--- config.mk ---
export PLATFORM = sky130hd
export DESIGN_NAME = a2d_arbiter
export DESIGN_NICKNAME = d
export VERILOG_FILES = /design/src/rtl/a2d_arbiter.sv
export SDC_FILE = /design/constraint.sdc
export NUM_CORES = 1
export LEC_CHECK = 0
export ABC_AREA = 0
export BUFFER_PORTS_ARGS = -buffer_cell sky130_fd_sc_hd__buf_4
export CORE_MARGIN = 4
export CORE_UTILIZATION = 30
export CTS_CLUSTER_SIZE = 20
export DETAILED_ROUTE_END_ITERATION = 8
export HOLD_SLACK_MARGIN = 0.15
export PLACE_DENSITY = 0.6
export SLEW_MARGIN = 20
export SYNTH_ARGS = -nofsm -noshare
export SYNTH_HDL_FRONTEND = slang
export SYNTH_SLANG_ARGS = --single-unit
--- constraint.sdc ---
create_clock -name clk -period 1.8 [get_ports clk]
set_input_delay 0.09 -clock clk [delete_from_list [all_inputs] [get_ports clk]]
set_output_delay 0.09 -clock clk [all_outputs]
set_load 0.005 [all_outputs]
--- src/rtl/a2d_arbiter.sv ---
// Two-requester round-robin arbiter sharing one SPI A2D converter.
// One conversion per grant, a registered result and done pulse, and a watchdog on WAIT.
module a2d_arbiter #(
    parameter int unsigned TIMEOUT_CYC = 4096
) (
    input  logic        clk,
    input  logic        rst,
    input  logic        req0,
    input  logic [2:0]  chnnl0,
    input  logic        req1,
    input  logic [2:0]  chnnl1,
    output logic        done0,
    output logic        done1,
    output logic [11:0] res_out,
    output logic        busy,
    output logic        timeout,
    output logic        a2d_strt_cnv,
    output logic [2:0]  a2d_chnnl,
    input  logic        a2d_cnv_cmplt,
    input  logic [11:0] a2d_res,
    output logic [1:0]  dbg_state
);

    typedef enum logic [1:0] {
        S_IDLE  = 2'd0,
        S_START = 2'd1,
        S_WAIT  = 2'd2
    } state_t;

    localparam logic [15:0] LP_CNT_LAST = 16'(TIMEOUT_CYC - 1);

    state_t      r_state;
    logic        r_owner;
    logic        r_ptr;
    logic [15:0] r_cnt;
    logic        r_done0;
    logic        r_done1;
    logic [11:0] r_res;
    logic        r_timeout;
    logic [2:0]  r_chnnl;

    state_t      w_state_nxt;
    logic        w_owner_nxt;
    logic        w_ptr_nxt;
    logic [15:0] w_cnt_nxt;
    logic        w_done0_nxt;
    logic        w_done1_nxt;
    logic [11:0] w_res_nxt;
    logic        w_timeout_nxt;
    logic [2:0]  w_chnnl_nxt;

    logic        w_elig0;
    logic        w_elig1;
    logic        w_pick1;

    // A requester still holding req during its own done pulse is not yet eligible again.
    assign w_elig0 = req0 & ~r_done0;
    assign w_elig1 = req1 & ~r_done1;
    assign w_pick1 = w_elig1 & (~w_elig0 | r_ptr);

    always_comb begin
        w_state_nxt   = r_state;
        w_owner_nxt   = r_owner;
        w_ptr_nxt     = r_ptr;
        w_cnt_nxt     = r_cnt;
        w_done0_nxt   = 1'b0;
        w_done1_nxt   = 1'b0;
        w_res_nxt     = r_res;
        w_timeout_nxt = r_timeout;
        w_chnnl_nxt   = r_chnnl;
        case (r_state)
            S_IDLE: begin
                if (w_elig0 || w_elig1) begin
                    w_owner_nxt = w_pick1;
                    w_chnnl_nxt = w_pick1 ? chnnl1 : chnnl0;
                    w_state_nxt = S_START;
                end
            end
            S_START: begin
                w_cnt_nxt   = 16'd0;
                w_state_nxt = S_WAIT;
            end
            S_WAIT: begin
                // Completion takes precedence over a watchdog expiry in the same cycle.
                if (a2d_cnv_cmplt) begin
                    w_res_nxt   = a2d_res;
                    w_done0_nxt = ~r_owner;
                    w_done1_nxt = r_owner;
                    w_ptr_nxt   = ~r_owner;
                    w_state_nxt = S_IDLE;
                end else if (r_cnt == LP_CNT_LAST) begin
                    w_res_nxt     = 12'h000;
                    w_done0_nxt   = ~r_owner;
                    w_done1_nxt   = r_owner;
                    w_timeout_nxt = 1'b1;
                    w_ptr_nxt     = ~r_owner;
                    w_state_nxt   = S_IDLE;
                end else begin
                    w_cnt_nxt = r_cnt + 16'd1;
                end
            end
            default: begin
                w_state_nxt = S_IDLE;
            end
        endcase
    end

    always_ff @(posedge clk) begin
        if (rst) begin
            r_state   <= S_IDLE;
            r_owner   <= 1'b0;
            r_ptr     <= 1'b0;
            r_cnt     <= 16'd0;
            r_done0   <= 1'b0;
            r_done1   <= 1'b0;
            r_res     <= 12'h000;
            r_timeout <= 1'b0;
            r_chnnl   <= 3'b000;
        end else begin
            r_state   <= w_state_nxt;
            r_owner   <= w_owner_nxt;
            r_ptr     <= w_ptr_nxt;
            r_cnt     <= w_cnt_nxt;
            r_done0   <= w_done0_nxt;
            r_done1   <= w_done1_nxt;
            r_res     <= w_res_nxt;
            r_timeout <= w_timeout_nxt;
            r_chnnl   <= w_chnnl_nxt;
        end
    end

    assign done0        = r_done0;
    assign done1        = r_done1;
    assign res_out      = r_res;
    assign busy         = (r_state != S_IDLE);
    assign timeout      = r_timeout;
    assign a2d_strt_cnv = (r_state == S_START);
    assign a2d_chnnl    = r_chnnl;
    assign dbg_state    = r_state;

endmodule

======== Word level (Yosys, flattened, before mapping) ========
Index checks and enable logic that the tools add are counted.
cells by class
  $add $sub $neg .......................... 1
  multiply operators ...................... 0
  divide/modulo/power cells ............... 0
  $lt $le $gt $ge ......................... 0
  equality and inequality tests ........... 7
  shift-type cells ........................ 0
  muxes and demuxes ....................... 16
  bitwise logic cells ..................... 10
  reductions and logical operators ........ 11
operator list
  operator               number
  $mux 16                2
  $pmux 16 s2            1
  $mux 12                2
  $add 16x1->16 const B  1
  $eq 16x12->1 const B   1
  $mux 1                 6
  $mux 2                 3
  $ne 2x2->1 const B     3
  $not 1->1              6
  $pmux 2 s3             1
  $reduce_and 2->1       3
  $reduce_and 3->1       2
  $reduce_bool 2->1      3
  $and 1x1->1            3
  $mux 3                 1
  $ne 3x3->1 const B     1
  $eq 2x1->1 const B     1
  $eq 2x2->1 const B     1
  $logic_not 2->1        1
  $reduce_or 2->1        1
  $logic_or 1x1->1       1
  $or 1x1->1             1
storage, ports and cells
  register bits after elaboration ......... 38
  bits in latches ......................... 0
  RAM bits ................................ 0
  ROM bits ................................ 0
  bits of input ports ..................... 23
  output and inout bits ................... 22
  word-level logic and storage cells ...... 54
  memories ................................ 0

======== Depth between registers and ports, before layout ========
Gate-level depths: netlist of run 1.
  word-level depth ........................ 6
  depth in mapped cells ................... 7
  gate-level depth less buffers ........... 6

======== Worst setup path before layout of run 1 ========
No wires, ideal clock.
  path type ............................... register to register
  start ................................... register r_cnt[0]
  end ..................................... register r_res[10], in the netlist res_out[10]
  library setup time ...................... 0.118 ns
  data arrival time ....................... 1.861 ns
  data required time ...................... 1.682 ns
  setup slack ............................. -0.178 ns
  stages on the path, launching flop included .. 7
  path buffers ............................ 1
  period minus slack after synthesis ...... 1.978 ns
  cell sequence ........................... dfxtp_1 ha_1 nand4_1 nor4_4 o21ai_2 buf_6 a32o_2
between the ends
  cells in the longest elaborated chain, start to end .. 3
ends and longest elaborated chain
  what                         line  text
  start: declaration           35    logic [15:0] r_cnt;
  start signal: assignment     123   r_cnt <= w_cnt_nxt;
  $eq 16x12->1                 91    end else if (r_cnt == LP_CNT_LAST) begin
  $reduce_bool 2->1 (no line)  --
  $reduce_and 2->1 (no line)   --
  end signal: assignment       126   r_res <= w_res_nxt;
  end: declaration             38    logic [11:0] r_res;
No other way between the ends.
A chain may end at the register's enable or synchronous reset.

======== Final worst setup path of run 1 ========
  start ................................... register r_cnt[12]
  end ..................................... register r_state[0], in the netlist dbg_state[0]
between the ends
  cells in the longest elaborated chain, start to end .. 3
ends and longest elaborated chain
  what                        line  text
  $eq 16x12->1                91
  $ne 3x3->1 (no line)        --
  $reduce_and 2->1 (no line)  --
  end signal: assignment      120   r_state <= w_state_nxt;
  end: declaration            32    state_t r_state;
No other way between the ends.

==> metrics.md, run 1 <==
| Metric | Value |
|---|---|
| Final wirelength | 4898 µm |
| Synth warn | 0 |
| Port bufs | 44 |
| Cell Area, Synth | 1784 µm² |
| Core ar. | 5642 µm² |
| Clk slew on worst S/H paths | 0.07 ns |
| First-pass GRT wire length | 8024 µm |
| Setup Viol. Count Final | 14 |
| Most frequent cell on the critical path | or4_4 |
| Largest net degree at the start of global routing | 17 |
| CP Capture Type | register |
| Non-Filler Instances | 359 |
| CTS Buf Count | 5 |
| Starting DRT DRC Count | 118 |
| Ant diodes | 0 |
| Distinct cells, synth | 42 |
| Max Cap Viol | 0 |
| 1st-pass router iterations | 4 |
| EDFF count, synth | 0 |
| Worst VDD drop | 476.3 µV |
| Crit Path Max Fanout | 2 |
| DRC Markers | 0 |
| Post-synthesis sequential area ratio | 0.4264 |
| Skew final | 0.005871 ns |
| Synth Net Count | 218 |
| Top delay family on crit path | simple AND/OR/NAND/NOR gates |
| Setup WS pre-CTS | -0.1667 ns |
| Main flop type after synthesis | dfxtp_1 |
| Path type of the worst setup path | reg2reg |
| Worst setup SP type | register |
| Vias in the first global route | 1,727 |
| Root buf cell | clkbuf_8 |
| Count leader, synth | dfxtp_1 |
| Final max-slew violation count | 0 |
| Data arrival, critical path | 2.10 ns |
| Reg2reg start | r_cnt[12] |
| Req. time, crit path | 2.03 ns |
| Multi-input gate area | 1046 µm² |
| Unrepaired setup endpoints after global routing | yes |
| Total GRT Usage | 0.1340 |
| Synth Register Bits | 38 |
| Final Hold Vio Count | 0 |
| CP peak stage delay | 0.53 ns |
| Placer Congestion | 0.8309 |
| Worst hold slack | 0.1555 ns |
| Tot Pwr | 2.157 mW |
| CTS H-Tree Depth | 2 |
| Dpl cell area | 2394 µm² |
| Die height | 85.12 µm |
| Post-DP HPWL | 3266 µm |
| Hold Crit Class | in2reg |
| TritonCTS clock tree | yes |
| Sum Neg Setup Slack | -0.3802 ns |
| Cells after synthesis | 190 |
| Max Fclk | 0.5323 GHz |
| Leakage | 1.195 nW |
| Min Tclk post-route | 1.879 ns |
| Largest cells by area after synthesis | dfxtp_1 (43%), a32o_2 (6.9%), a31oi_1 (4.9%) |
| Placed Cells | 329 |
| Most instantiated cells after synthesis | dfxtp_1 (38), nor2_1 (16), a31oi_1 (14) |
| Congestion Overflow GR | 0 |
| Final ANT Viol Nets | 0 |
| # rows | 27 |
| Sink Count | 38 |
| Fin nets | 314 |
| Slowest cell on the critical path | or4_4 |
| Crit share post-route | 1.044 |
| Register Area | 765.7 µm² |
| Share of cells above drive strength 1 | 0.4321 |
| Status | finished, violations left |
| Post-route design area | 2818 µm² |
| WP buf/inv | 1 |
| Critical-path cell list | or4_4 > or4_4 > buf_6 > a21oi_4 > mux2i_1 |
| Die W | 85.12 µm |
| Synth async-reset ratio | 0 |
| Fin worst setup slack | -0.07876 ns |
| Initial antenna violation count | 0 |
| Worst Setup SP | r_cnt[12] |
| Least-Margin Pin Slew | 0.5269 ns |
| Worst skew pair latency | 0.29 ns |
| Yosys top cell by area | dfxtp_1 |
| DR vias | 1,810 |
| Routed WL per cell | 13.64 µm |
| PwrDens | 765.5 nW/µm² |
| Failing checks | setup timing |
| Fill cells | 519 |
| Initial Util | 0.3163 |
| Register-to-Register Setup Slack | -0.08 ns |
| Ports | 45 |
| Area Overhead vs Synth | 57.92% |
| Die ar. | 7245 µm² |
| Post-Syn Area per Cell | 9.391 µm² |
| Fin util | 0.4994 |
| Vias per cell | 5.042 |
| Top-area cell type share of the netlist area | 0.4264 |
| Hold path start | chnnl1[2] |
| Max Root-Sink Buffers | 2 |
| Slew HR | 0.6480 |
-- where the power goes --
| part | leakage (nW) | internal (mW) | switching, mW |
|---|---|---|---|
| Sequential | 0.310 | 0.887 | 0.0260 |
| Combinational | 0.828 | 0.272 | 0.258 |
| Clock | 0.0579 | 0.408 | 0.307 |
| Total | 1.20 | 1.57 | 0.590 |
-- worst reg2reg max path: cells and delay by family (launching register included) --
family / cells / cell delay (ns)
and+or+nand+nor: 2 / 1.04
DFF: 1 / 0.32
muxes: 1 / 0.19
buffers and inverters: 1 / 0.14
AOI/OAI and AO/OA: 1 / 0.13
-- metal layers --
metal	wire length [µm]	GRT usage	up-vias
met5	0	0	-
met4	48	0.03453	0
met3	318	0.04272	5
met2	2244	0.2090	48
met1	2286	0.1786	840
li1	-	-	917
-- area by class of cell --
| type | count | area share |
|---|---|---|
| well taps | 72 | 0.03197 |
| flip-flops and latches | 38 | 0.2718 |
| multi-input cells | 135 | 0.3712 |
| repair buffers | 96 | 0.2731 |
| inverters | 10 | 0.01332 |
| clock buffers | 5 | 0.02442 |
| clock inverters | 3 | 0.01421 |
-- cell families after synthesis --
family	share of synthesized area
flops	0.4264
buf+inv	0.04768
fa+ha+maj	0.03506
mux	0.03927
compound gates	0.2728
simple gates	0.1788
-- sequential cells by signal, indices dropped and copies added, names as in the netlist --
signal	count
r_cnt	16
res_out	12
a2d_chnnl	3
dbg_state	2
done0	1
done1	1
r_owner	1
r_ptr	1
timeout	1
-- what timing repair did --
item | 4_1_cts | 5_1_grt
gates resized for setup | 8 | 17
setup buffers | 2 | 4
hold endpoints to repair | 19 | 0
cloned | 0 | 1
pin swaps | 5 | 12
setup endpoints to repair | 34 | 30
hold buffers | 15 | 0
-- final timing paths --
check	endpoint	cells past startpoint
max	dbg_state[0]	5
min	a2d_chnnl[2]	3
max reg2reg	dbg_state[0]	5
min reg2reg	timeout	2
-- cell usage in the layout (no fill, tap or decap), types with 6 or more instances in the layout --
cell type      count
buf_4             78
nand3_1            7
a32o_2            11
dlygate4sd3_1     15
inv_1              9
a21oi_1            6
nor2_1            16
dfxtp_1           34
a31oi_1           13
mux2i_1            7
nand2_1           12
(Power assumes the default switching activity.)
==> run 2: changes to the inputs <==
--- a/config.mk
+++ b/config.mk
@@ -12,6 +12,7 @@
 export CTS_CLUSTER_SIZE = 20
 export DETAILED_ROUTE_END_ITERATION = 8
 export HOLD_SLACK_MARGIN = 0.15
+export MAX_ROUTING_LAYER = met4
 export PLACE_DENSITY = 0.6
 export SLEW_MARGIN = 20
 export SYNTH_ARGS = -nofsm -noshare
==> run 2 against run 1 <==
The run still ends with setup timing left. Core utilization is the same. Power grew 0.16%. Sequential share of layout area is the same. First-iteration DRC count shrank 3.4%. Worst setup slack lost 0.0047 ns. Combinational power is essentially flat. Clock-buffer cell count is the same. Largest power group unchanged.
==> metrics.md, run 2 (same netlist as run 1, synthesis figures left out) <==
| Metric | Value |
|---|---|
| Status | finished, violations left |
| Failing checks | setup timing |
| Ant diodes | 0 |
| Dpl cell area | 2394 µm² |
| DRC Markers | 0 |
| Die W | 85.12 µm |
| Area Overhead vs Synth | 57.92% |
| Sum Neg Setup Slack | -0.4038 ns |
| Worst Setup SP | r_cnt[12] |
| Tot Pwr | 2.161 mW |
| DR vias | 1,811 |
| Most common cell after layout, fill and taps aside | buf_4 |
| Sink Count | 38 |
| Initial antenna violation count | 0 |
| PwrDens | 766.8 nW/µm² |
| Hold Crit Class | in2reg |
| Fin util | 0.4994 |
| # rows | 27 |
| Post-route design area | 2818 µm² |
| Die ar. | 7245 µm² |
| Initial Util | 0.3163 |
| Total GRT Usage | 0.1386 |
| Worst skew pair latency | 0.29 ns |
| Max Fclk | 0.5309 GHz |
| CTS H-Tree Depth | 2 |
| Most frequent cells in the layout | buf_4 (78), dfxtp_1 (34), nor2_1 (16), dlygate4sd3_1 (15), a31oi_1 (13) |
| Final wirelength | 4913 µm |
| 1st-pass router iterations | 4 |
| Congestion Overflow GR | 0 |
| Crit share post-route | 1.046 |
| Ports | 45 |
| TritonCTS clock tree | yes |
| Clk slew on worst S/H paths | 0.07 ns |
| Unrepaired setup endpoints after global routing | yes |
| Register Area | 765.7 µm² |
| Worst setup SP type | register |
| Placer Congestion | 0.8436 |
| Path type of the worst setup path | reg2reg |
| Fin nets | 314 |
| Hold path start | chnnl1[2] |
| Placed Cells | 329 |
| Worst hold slack | 0.1562 ns |
| Vias per cell | 5.045 |
| Multi-input gate area | 1046 µm² |
| Fin worst setup slack | -0.08345 ns |
| Fill cells | 519 |
| Slew HR | 0.6493 |
| Min Tclk post-route | 1.883 ns |
| Number of flip-flops under the largest register name | 16 |
| Non-Filler Instances | 359 |
| Post-DP HPWL | 3266 µm |
| First-pass GRT wire length | 8024 µm |
| Port bufs | 44 |
| Skew final | 0.004876 ns |
| Final ANT Viol Nets | 0 |
| Die height | 85.12 µm |
| Final Hold Vio Count | 0 |
| Max Cap Viol | 0 |
| Final max-slew violation count | 0 |
| Least-Margin Pin Slew | 0.5250 ns |
| Root buf cell | clkbuf_8 |
| Crit Path Max Fanout | 2 |
| Vias in the first global route | 1,729 |
| Share of cells above drive strength 1 | 0.4321 |
| Starting DRT DRC Count | 114 |
| Largest net degree at the start of global routing | 17 |
| Req. time, crit path | 2.02 ns |
| Biggest register | r_cnt |
| Data arrival, critical path | 2.11 ns |
| Worst VDD drop | 476.6 µV |
| Reg2reg start | r_cnt[12] |
| Setup WS pre-CTS | -0.1667 ns |
| CTS Buf Count | 5 |
| Leakage | 1.195 nW |
| Routed WL per cell | 13.69 µm |
| Setup Viol. Count Final | 17 |
| Core ar. | 5642 µm² |
| Max Root-Sink Buffers | 2 |
| CP Capture Type | register |
-- run 2: cell counts in the layout (fill, tap and decap cells not counted) --
No cell type changed its count.
-- run 2: final timing paths --
kind	cells past startpoint	slack [ns]	to
worst min-delay path	3	0.16	a2d_chnnl[2]
worst max-delay path	5	-0.08	dbg_state[0]
worst max register to register	5	-0.08	dbg_state[0]
worst min register to register	2	0.48	timeout
-- run 2: repair_timing --
item,4_1_cts,5_1_grt
buffers inserted,2,4
gates resized for setup,8,17
setup endpoints to repair,34,30
cloned,0,1
pin swaps,5,12
hold endpoints to repair,19,0
hold buffers,15,0
-- run 2: worst max-delay path, cell delays in order, from the launching register on --
cell and delay [ns]:
dfxtp_1 0.32, or4_4 0.53, or4_4 0.51, buf_6 0.14, a21oi_4 0.13, mux2i_1 0.19
-- run 2: per-layer routing --
metal	wire [µm]	track usage
met5	0	-
met3	363	0.04175
met4	46	0.03453
met2	2221	0.2090
met1	2282	0.1810
-- run 2: area by class of cell --
type,instances,area share
clock buffer,5,0.02442
inverter,10,0.01332
clock inverter,3,0.01421
timing repair buffer,96,0.2731
tap,72,0.03197
sequential,38,0.2718
multi-input combinational,135,0.3712
-- run 2: where the power goes --
group          internal (mW)  total (mW)  switching (mW)
Sequential             0.887       0.912          0.0257
Combinational          0.273       0.531           0.259
Clock                  0.408       0.717           0.309
